## config.mk

```make
export PLATFORM = sky130hd
export DESIGN_NAME = cram_arbiter
export DESIGN_NICKNAME = d
export VERILOG_FILES = /design/src/rtl/cram_arb_pkg.sv /design/src/rtl/cram_fill_ctr.sv /design/src/rtl/cram_arbiter.sv
export SDC_FILE = /design/constraint.sdc
export NUM_CORES = 1
export LEC_CHECK = 0
export CORE_MARGIN = 4
export CORE_UTILIZATION = 45
export DETAILED_ROUTE_END_ITERATION = 10
export PLACE_DENSITY = 0.82
export SETUP_SLACK_MARGIN = 0.4
export SYNTH_ARGS = -nofsm -noshare
export SYNTH_HDL_FRONTEND = slang
export SYNTH_HIERARCHICAL = 1
export SYNTH_SLANG_ARGS = --single-unit
```

## constraint.sdc

```tcl
create_clock -name CLK -period 6.05 [get_ports CLK]
set_input_delay 0.605 -clock CLK [delete_from_list [all_inputs] [get_ports CLK]]
set_output_delay 0.605 -clock CLK [all_outputs]
set_load 0.02 [all_outputs]
```

## src/rtl/cram_arb_pkg.sv

```systemverilog
// cram_arb_pkg: shared types and default sizing for the color RAM arbiter
// Holds the sequencer state enum, the requester id enum and default parameters.
package cram_arb_pkg;
    typedef enum logic [2:0] {IDLE, RD, WS, WP, WH, GAP} state_e;
    typedef enum logic [1:0] {SRC_VID, SRC_CPU, SRC_FILL} src_e;
    localparam int CRAM_ADDR_W   = 9;
    localparam int CRAM_DATA_W   = 8;
    localparam int CRAM_RD_WAIT  = 2;
    localparam int CRAM_WR_PULSE = 1;
endpackage

```

## src/rtl/cram_fill_ctr.sv

```systemverilog
// cram_fill_ctr: fill address counter, latched fill value and busy flag
// Ports: clk_i/rst_i clock and async reset; start_i/data_i start pulse and fill value;
//        inc_i advance after a completed fill write; stop_i clear busy (last write done);
//        addr_o/data_o current fill address and value; busy_o fill pending; last_o at top address.
module cram_fill_ctr
    import cram_arb_pkg::*;
#(
    parameter int ADDR_W = CRAM_ADDR_W,
    parameter int DATA_W = CRAM_DATA_W
) (
    input  logic              clk_i,
    input  logic              rst_i,
    input  logic              start_i,
    input  logic [DATA_W-1:0] data_i,
    input  logic              inc_i,
    input  logic              stop_i,
    output logic [ADDR_W-1:0] addr_o,
    output logic [DATA_W-1:0] data_o,
    output logic              busy_o,
    output logic              last_o
);
    logic [ADDR_W-1:0] addr_q, addr_d;
    logic [DATA_W-1:0] data_q, data_d;
    logic              busy_q, busy_d, go;

    // a start pulse arriving while a fill is running is dropped
    always_comb begin
        go     = start_i && !busy_q;
        addr_d = go ? '0 : inc_i ? addr_q + 1'b1 : addr_q;
        data_d = go ? data_i : data_q;
        busy_d = go || (busy_q && !stop_i);
    end

    always_ff @(posedge clk_i or posedge rst_i) begin
        if (rst_i) begin
            addr_q <= '0;
            data_q <= '0;
            busy_q <= 1'b0;
        end else begin
            addr_q <= addr_d;
            data_q <= data_d;
            busy_q <= busy_d;
        end
    end

    assign addr_o = addr_q;
    assign data_o = data_q;
    assign busy_o = busy_q;
    assign last_o = &addr_q;
endmodule

```

## src/rtl/cram_arbiter.sv

```systemverilog
// cram_arbiter: fixed-priority sequencer sharing an async color RAM between video, CPU and fill
// Ports: CLK/RST clock and async reset; VID_* video read port; CPU_* CPU read/write port;
//        FILL_* fill engine control; SRAM_* RAM pins (active-low controls, split data bus).
module cram_arbiter
    import cram_arb_pkg::*;
#(
    parameter int ADDR_W   = CRAM_ADDR_W,
    parameter int DATA_W   = CRAM_DATA_W,
    parameter int RD_WAIT  = CRAM_RD_WAIT,
    parameter int WR_PULSE = CRAM_WR_PULSE
) (
    input  logic              CLK,
    input  logic              RST,
    input  logic              VID_REQ,
    input  logic [ADDR_W-1:0] VID_ADDR,
    output logic              VID_ACK,
    output logic [DATA_W-1:0] VID_DATA,
    input  logic              CPU_REQ,
    input  logic              CPU_WE,
    input  logic [ADDR_W-1:0] CPU_ADDR,
    input  logic [DATA_W-1:0] CPU_WDATA,
    output logic              CPU_ACK,
    output logic [DATA_W-1:0] CPU_RDATA,
    input  logic              FILL_START,
    input  logic [DATA_W-1:0] FILL_DATA,
    output logic              FILL_BUSY,
    output logic [ADDR_W-1:0] SRAM_ADDR,
    output logic              SRAM_CEn,
    output logic              SRAM_OEn,
    output logic              SRAM_WEn,
    output logic [DATA_W-1:0] SRAM_DOUT,
    output logic              SRAM_DOE,
    input  logic [DATA_W-1:0] SRAM_DIN
);
    state_e            state_q;
    src_e              src_q, g_src;
    logic [7:0]        cnt_q;
    logic              fill_last, fill_inc, fill_done, g_vid, g_cpu, g_fill, g_we;
    logic [ADDR_W-1:0] fill_addr, g_addr;
    logic [DATA_W-1:0] fill_data, g_data;

    cram_fill_ctr #(.ADDR_W(ADDR_W), .DATA_W(DATA_W)) u_fill (
        .clk_i  (CLK),
        .rst_i  (RST),
        .start_i(FILL_START),
        .data_i (FILL_DATA),
        .inc_i  (fill_inc),
        .stop_i (fill_done),
        .addr_o (fill_addr),
        .data_o (fill_data),
        .busy_o (FILL_BUSY),
        .last_o (fill_last)
    );

    // a fill write completes on the WH -> GAP edge
    assign fill_inc  = state_q == WH && src_q == SRC_FILL;
    assign fill_done = fill_inc && fill_last;

    always_comb begin
        g_vid  = VID_REQ;
        g_cpu  = !VID_REQ && CPU_REQ;
        g_fill = !VID_REQ && !CPU_REQ && FILL_BUSY;
        g_src  = g_vid ? SRC_VID : g_cpu ? SRC_CPU : SRC_FILL;
        g_addr = g_vid ? VID_ADDR : g_cpu ? CPU_ADDR : fill_addr;
        g_data = g_cpu ? CPU_WDATA : fill_data;
        g_we   = g_cpu ? CPU_WE : g_fill;
    end

    always_ff @(posedge CLK or posedge RST) begin
        if (RST) begin
            state_q   <= IDLE;
            src_q     <= SRC_VID;
            cnt_q     <= '0;
            SRAM_ADDR <= '0;
            SRAM_DOUT <= '0;
            SRAM_CEn  <= 1'b1;
            SRAM_OEn  <= 1'b1;
            SRAM_WEn  <= 1'b1;
            SRAM_DOE  <= 1'b0;
            VID_ACK   <= 1'b0;
            CPU_ACK   <= 1'b0;
            VID_DATA  <= '0;
            CPU_RDATA <= '0;
        end else begin
            VID_ACK <= 1'b0;
            CPU_ACK <= 1'b0;
            case (state_q)
                IDLE, GAP: begin
                    if (g_vid || g_cpu || g_fill) begin
                        state_q   <= g_we ? WS : RD;
                        src_q     <= g_src;
                        cnt_q     <= 8'(RD_WAIT - 1);
                        SRAM_ADDR <= g_addr;
                        SRAM_CEn  <= 1'b0;
                        SRAM_OEn  <= g_we;
                        SRAM_DOE  <= g_we;
                        if (g_we) SRAM_DOUT <= g_data;
                    end else begin
                        state_q <= IDLE;
                    end
                end
                RD: begin
                    cnt_q <= cnt_q - 8'd1;
                    if (cnt_q == '0) begin
                        state_q  <= GAP;
                        SRAM_CEn <= 1'b1;
                        SRAM_OEn <= 1'b1;
                        VID_ACK  <= src_q == SRC_VID;
                        CPU_ACK  <= src_q == SRC_CPU;
                        if (src_q == SRC_VID) VID_DATA <= SRAM_DIN;
                        else CPU_RDATA <= SRAM_DIN;
                    end
                end
                WS: begin
                    state_q  <= WP;
                    SRAM_WEn <= 1'b0;
                    cnt_q    <= 8'(WR_PULSE - 1);
                end
                WP: begin
                    cnt_q <= cnt_q - 8'd1;
                    if (cnt_q == '0) begin
                        state_q  <= WH;
                        SRAM_WEn <= 1'b1;
                    end
                end
                WH: begin
                    state_q  <= GAP;
                    SRAM_CEn <= 1'b1;
                    SRAM_DOE <= 1'b0;
                    CPU_ACK  <= src_q == SRC_CPU;
                end
                default: state_q <= IDLE;
            endcase
        end
    end
endmodule

```

# Word-level counts from Yosys, hierarchy flattened
# Cells that the tools add are included.
# W data, S select, Z words.
word_totals:
  regBits: 70
  in_bits: 48
  out_inout_bits: 40
  elab_cells: 91
classes:
  addsub: 2
  eq_ne: 10
  n_mux: 26
  bitwise_logic: 1
  reduce_logical: 36
op_table:
  columns: ["cell", "n"]
  rows:
  - ["$mux W9", 4]
  - ["$pmux W8 S3", 1]
  - ["$mux W8", 2]
  - ["$pmux W3 S5", 1]
  - ["$reduce_and A3 Y1", 5]
  - ["$reduce_and A2 Y1", 5]
  - ["$add A9 B1 Y9 const B", 1]
  - ["$reduce_and A9 Y1", 1]
  - ["$logic_not A8 Y1", 1]
  - ["$mux W2", 4]
  - ["$pmux W1 S2", 4]
  - ["$reduce_bool A2 Y1", 4]
  - ["$sub A8 B1 Y8 const B", 1]
  - ["$logic_and A1 B1 Y1", 7]
  - ["$mux W1", 7]
  - ["$eq A3 B2 Y1 const B", 2]
  - ["$eq A3 B3 Y1 const B", 2]
  - ["$mux W3", 2]
  - ["$ne A2 B2 Y1 const B", 3]
  - ["$reduce_bool A3 Y1", 2]
  - ["$logic_not A1 Y1", 4]
  - ["$reduce_or A2 Y1", 2]
  - ["$eq A3 B1 Y1 const B", 1]
  - ["$logic_not A3 Y1", 1]
  - ["other kinds (6)", 8]

# Logic depth before layout (Yosys ltp)
logic_depth:
  ltp_word: 7
  mapped_depth: 8
  depth_no_buf: 6

# Hierarchy
# Netlist, hierarchy kept.
by_module_without_submodules:
  columns: ["module", "n_inst", "cells_each", "area_each_um2", "seq_area_each_um2"]
  rows:
  - ["cram_arbiter", 1, 231, 2596.2, 1305.0]
  - ["cram_fill_ctr", 1, 83, 792.0, 450.4]

# Worst setup path before layout
# Ideal clock, no wire load.
synth_path:
  path_kind: "input-to-reg"
  from: "input CPU_REQ"
  to: "register SRAM_ADDR[0]"
  setup_time_ps: 125
  arrival_time_ps: 1958
  path_slack_ps: 3967
  path_stages: 5
  cell_sequence: "clkbuf_1 nor3_1 nor4_1 clkbuf_1 mux2_2"
synth_via:
  elab_chain_len: 5
  word_cells_on_any_way: 9
  classes_between: "mux: 2; reduce/logical: 7"
synth_rtl:
  columns: ["item", "line", "rtl"]
  rows:
  - ["start: declaration", "cram_arbiter.sv:18", "input logic CPU_REQ,"]
  - ["$logic_not A1 Y1", "cram_arbiter.sv:62", "g_fill = !VID_REQ && !CPU_REQ && FILL_BUSY;"]
  - ["$logic_and A1 B1 Y1 (2 in a row)", "cram_arbiter.sv:62", null]
  - ["$logic_or A1 B1 Y1", "cram_arbiter.sv:89", "if (g_vid || g_cpu || g_fill) begin"]
  - ["$reduce_and A2 Y1 (no line)", null, null]
  - ["end signal: assignment", "cram_arbiter.sv:93", "SRAM_ADDR <= g_addr;"]
  - ["end: declaration", "cram_arbiter.sv:27", "output logic [ADDR_W-1:0] SRAM_ADDR,"]
# Parallel ways exist; a longest one is shown, timed or not.
# A chain may end at the register's enable or synchronous reset.

# Worst setup path after layout
layout_path:
  from: "input VID_REQ"
  to: "register SRAM_ADDR[2]"
layout_via:
  elab_chain_len: 5
  word_cells_on_any_way: 9
  classes_between: "mux: 2; reduce/logical: 7"
layout_rtl:
  columns: ["item", "line", "rtl"]
  rows:
  - ["start: declaration", "cram_arbiter.sv:14", "input logic VID_REQ,"]
  - ["$logic_not A1 Y1", "cram_arbiter.sv:61, cram_arbiter.sv:62", null]
  - ["$logic_and A1 B1 Y1, on equally long branches", "cram_arbiter.sv:61, cram_arbiter.sv:62", null]
  - ["$logic_or A1 B1 Y1 or $logic_and A1 B1 Y1 (tied branches)", "cram_arbiter.sv:89, cram_arbiter.sv:62", null]
  - ["$logic_or A1 B1 Y1", "cram_arbiter.sv:89", null]
  - ["$reduce_and A2 Y1 (no line)", null, null]
# Parallel ways exist; a longest one is shown, timed or not.

==> results.toml <==
[grt]
gr-total-overflow = 0
grt_max_degree = 53
grt_pass1_wl_mm = 12.8
antenna_found_initial = 0
grt_pass1_vias = 2670
grt_use_total = 0.183

[die]
io_pins = 88
die_y_um = 94.8
core_sq_mm = 0.00729
die_w_um = 94.8
start_util = 0.465
num_rows = 31
die-area_sq_mm = 0.00898

[layout]
antenna_cells = 0
nFillCells = 616
syn2layout_area_growth_pct = 33.5
drive_above_1_share = 0.167
final_cells = 501
num-nets-final = 449

[routing]
drt-wirelength-per-cell_um = 15.4
routed_via_density = 5.33
first_iter_violations = 167
wirelength_mm = 7.72
first_pass_iters = 5
route.vias.total = 2668
drc_errors = 0
drt.antenna.violating_nets = 0

[clocking]
cts_tree = "built"
cts_buffers = 9
cts_num_sinks = 70
cts_resized = 0
postCtsSetupBuffers = 0
htree_levels = 3
path_clk_slew_ns = 0.07
root_buffer = "clkbuf_8"
ctsHoldBuffers = 0
clock_latency_ns = 0.35
cts_buffer_depth = 2

[worst_setup_path]
critPathRequiredTime_ns = 6.28
worstPathMaxFanout = 25
crit_type = "input pin to flip-flop"
end_kind = "flip-flop"
worst_setup_path_start_kind = "input pin"
crit_arrival_ns = 2.80

[power_and_ir_drop]
irDropWorstVdd_mv = 0.149
p_total_w = 0.000975
p_per_area_mw_per_mm2 = 216
p_leak_nw = 1.99

[yosys]
yosysWarnings = 6
yosys-top-cells-area = "dfrtp_1 (49%), mux2_2 (12%), nand2_1 (5.1%)"
yosysTopAreaCell = "dfrtp_1"
async_flop_share = 1.00
synth_area_sq_mm = 0.00339
avgSynthCellArea_sq_um = 10.8
synth_cells = 314
netlist_top_cells_count = "dfrtp_1 (67), nand2_1 (46), mux2_2 (37)"
ys_types = 44
synth_nets = 366
ys_ff_latch = 70
synth.most_common_cell = "dfrtp_1"
synth_seq_area_share = 0.518
synth_top_area_frac = 0.495
synth-edff-count = 0
synthFlopType = "dfrtp_1"

[timing]
tns_ns = 0
final-max-slew-violation-count = 0
setup_viol = 0
slew_headroom = 0.184
finalHoldViolCount = 0
min_period_ns = 2.57
rsz0062_at_grt = "false"
worst_pin_slew_ns = 1.22
max_freq_ghz = 0.388
period_share = 0.426
fin_skew_ns = 0.00774

[placed_design]
placed_cells = 485
place.gp.congestion = 0.824
dp_hpwl_mm = 5.62
portBuffers = 87

[outcome]
status = "complete, no violations"

[min_path]
min_path_type = "flip-flop to flip-flop"

[job]
max-cap-violations = 0
-- stage by stage --
step	hold WS, ns	area [sq um]	setup WS [ns]	util
finish	0.471	4520	3.48	0.620
global route	0.497	4520	3.37	0.620
floorplan	0.440	3390	3.97	-
CTS	0.474	4520	3.59	0.620
global placement	0.455	4330	3.28	0.594
detailed placement	0.457	4330	3.22	0.594
-- placed cells by master (no fill, tap or decap), types with 2 or more instances in the layout --
master | netlist | routed
xor2_1 | 4 | 4
o31ai_1 | 2 | 2
o311ai_0 | 2 | 2
ha_1 | 4 | 4
nand2_1 | 46 | 46
dfstp_2 | 3 | 3
or4_1 | 2 | 2
or3_1 | 3 | 3
nand4_1 | 3 | 3
o21ai_0 | 25 | 25
mux2_2 | 37 | 37
clkbuf_1 | 10 | 2
nor2b_1 | 4 | 4
mux2_4 | 4 | 4
clkdlybuf4s50_1 | 0 | 87
clkinvlp_4 | 0 | 2
and3_1 | 2 | 2
nor2_1 | 19 | 19
buf_4 | 1 | 2
nand2b_1 | 5 | 5
mux2i_1 | 12 | 12
nor3_1 | 5 | 5
dfrtp_1 | 67 | 67
inv_1 | 9 | 8
nor4_1 | 7 | 6
clkbuf_8 | 0 | 9
nand3_1 | 4 | 4
a21oi_1 | 11 | 11
-- routing by layer --
layer	share of wire	vias up	track usage
met5	0	-	0
met4	0.0071	0	0.0433
met3	0.055	6	0.0534
met2	0.51	82	0.317
met1	0.42	1310	0.226
li1	-	1270	-
-- critical path: stages --
cell and delay [ns]:
clkdlybuf4s50_1 0.82, nor3_1 0.76, nor4_2 0.09, buf_4 0.22
mux2_2 0.29
-- sequential cells by signal (all words and copies together), names as in the netlist, 2 cells and up --
| name | count |
|---|---|
| cnt_q | 8 |
| SRAM_DOUT | 8 |
| u_fill/addr_o | 9 |
| src_q | 2 |
| VID_DATA | 8 |
| u_fill/data_o | 8 |
| CPU_RDATA | 8 |
| SRAM_ADDR | 9 |
| state_q | 3 |
-- layout make-up --
cell class	instances	area (sq um)	area share
Multi-Input combinational cell	218	1530	0.339
Sequential cell	70	1760	0.388
Clock buffer	11	131	0.0291
Clock inverter	5	58.8	0.0130
Timing Repair Buffer	89	886	0.196
Inverter	9	33.8	0.00747
Tap cell	99	124	0.0274
-- logic make-up after synthesis --
kind of cell / share of synthesized area
AOI/OAI and AO/OA: 0.0860
xor gates and xnor gates: 0.0129
adders and majority gates: 0.0177
buffers and inverters: 0.0314
DFF: 0.518
muxes: 0.176
and+or+nand+nor: 0.158
-- power breakdown --
part | leakage, nW | internal, W | switching [W] | total, W
Clock | 0.0899 | 0.000191 | 0.000175 | 0.000367
Combinational | 1.05 | 0.0000640 | 0.0000484 | 0.000112
Sequential | 0.854 | 0.000484 | 0.0000120 | 0.000496
-- final timing paths --
kind                                        from                to  slack (ns)  cells past startpoint
worst max register to register          cnt_q[2]      CPU_RDATA[7]        3.84                      4
worst max-delay path                     VID_REQ      SRAM_ADDR[2]        3.48                      5
max in group asynchronous                    RST          cnt_q[1]        4.49                      2
min in group asynchronous                    RST  u_fill/data_o[0]        0.71                      2
worst min register to register  u_fill/data_o[1]  u_fill/data_o[1]        0.47                      2
worst min-delay path            u_fill/data_o[1]  u_fill/data_o[1]        0.47                      2
Power figures use the tool's default switching activity.
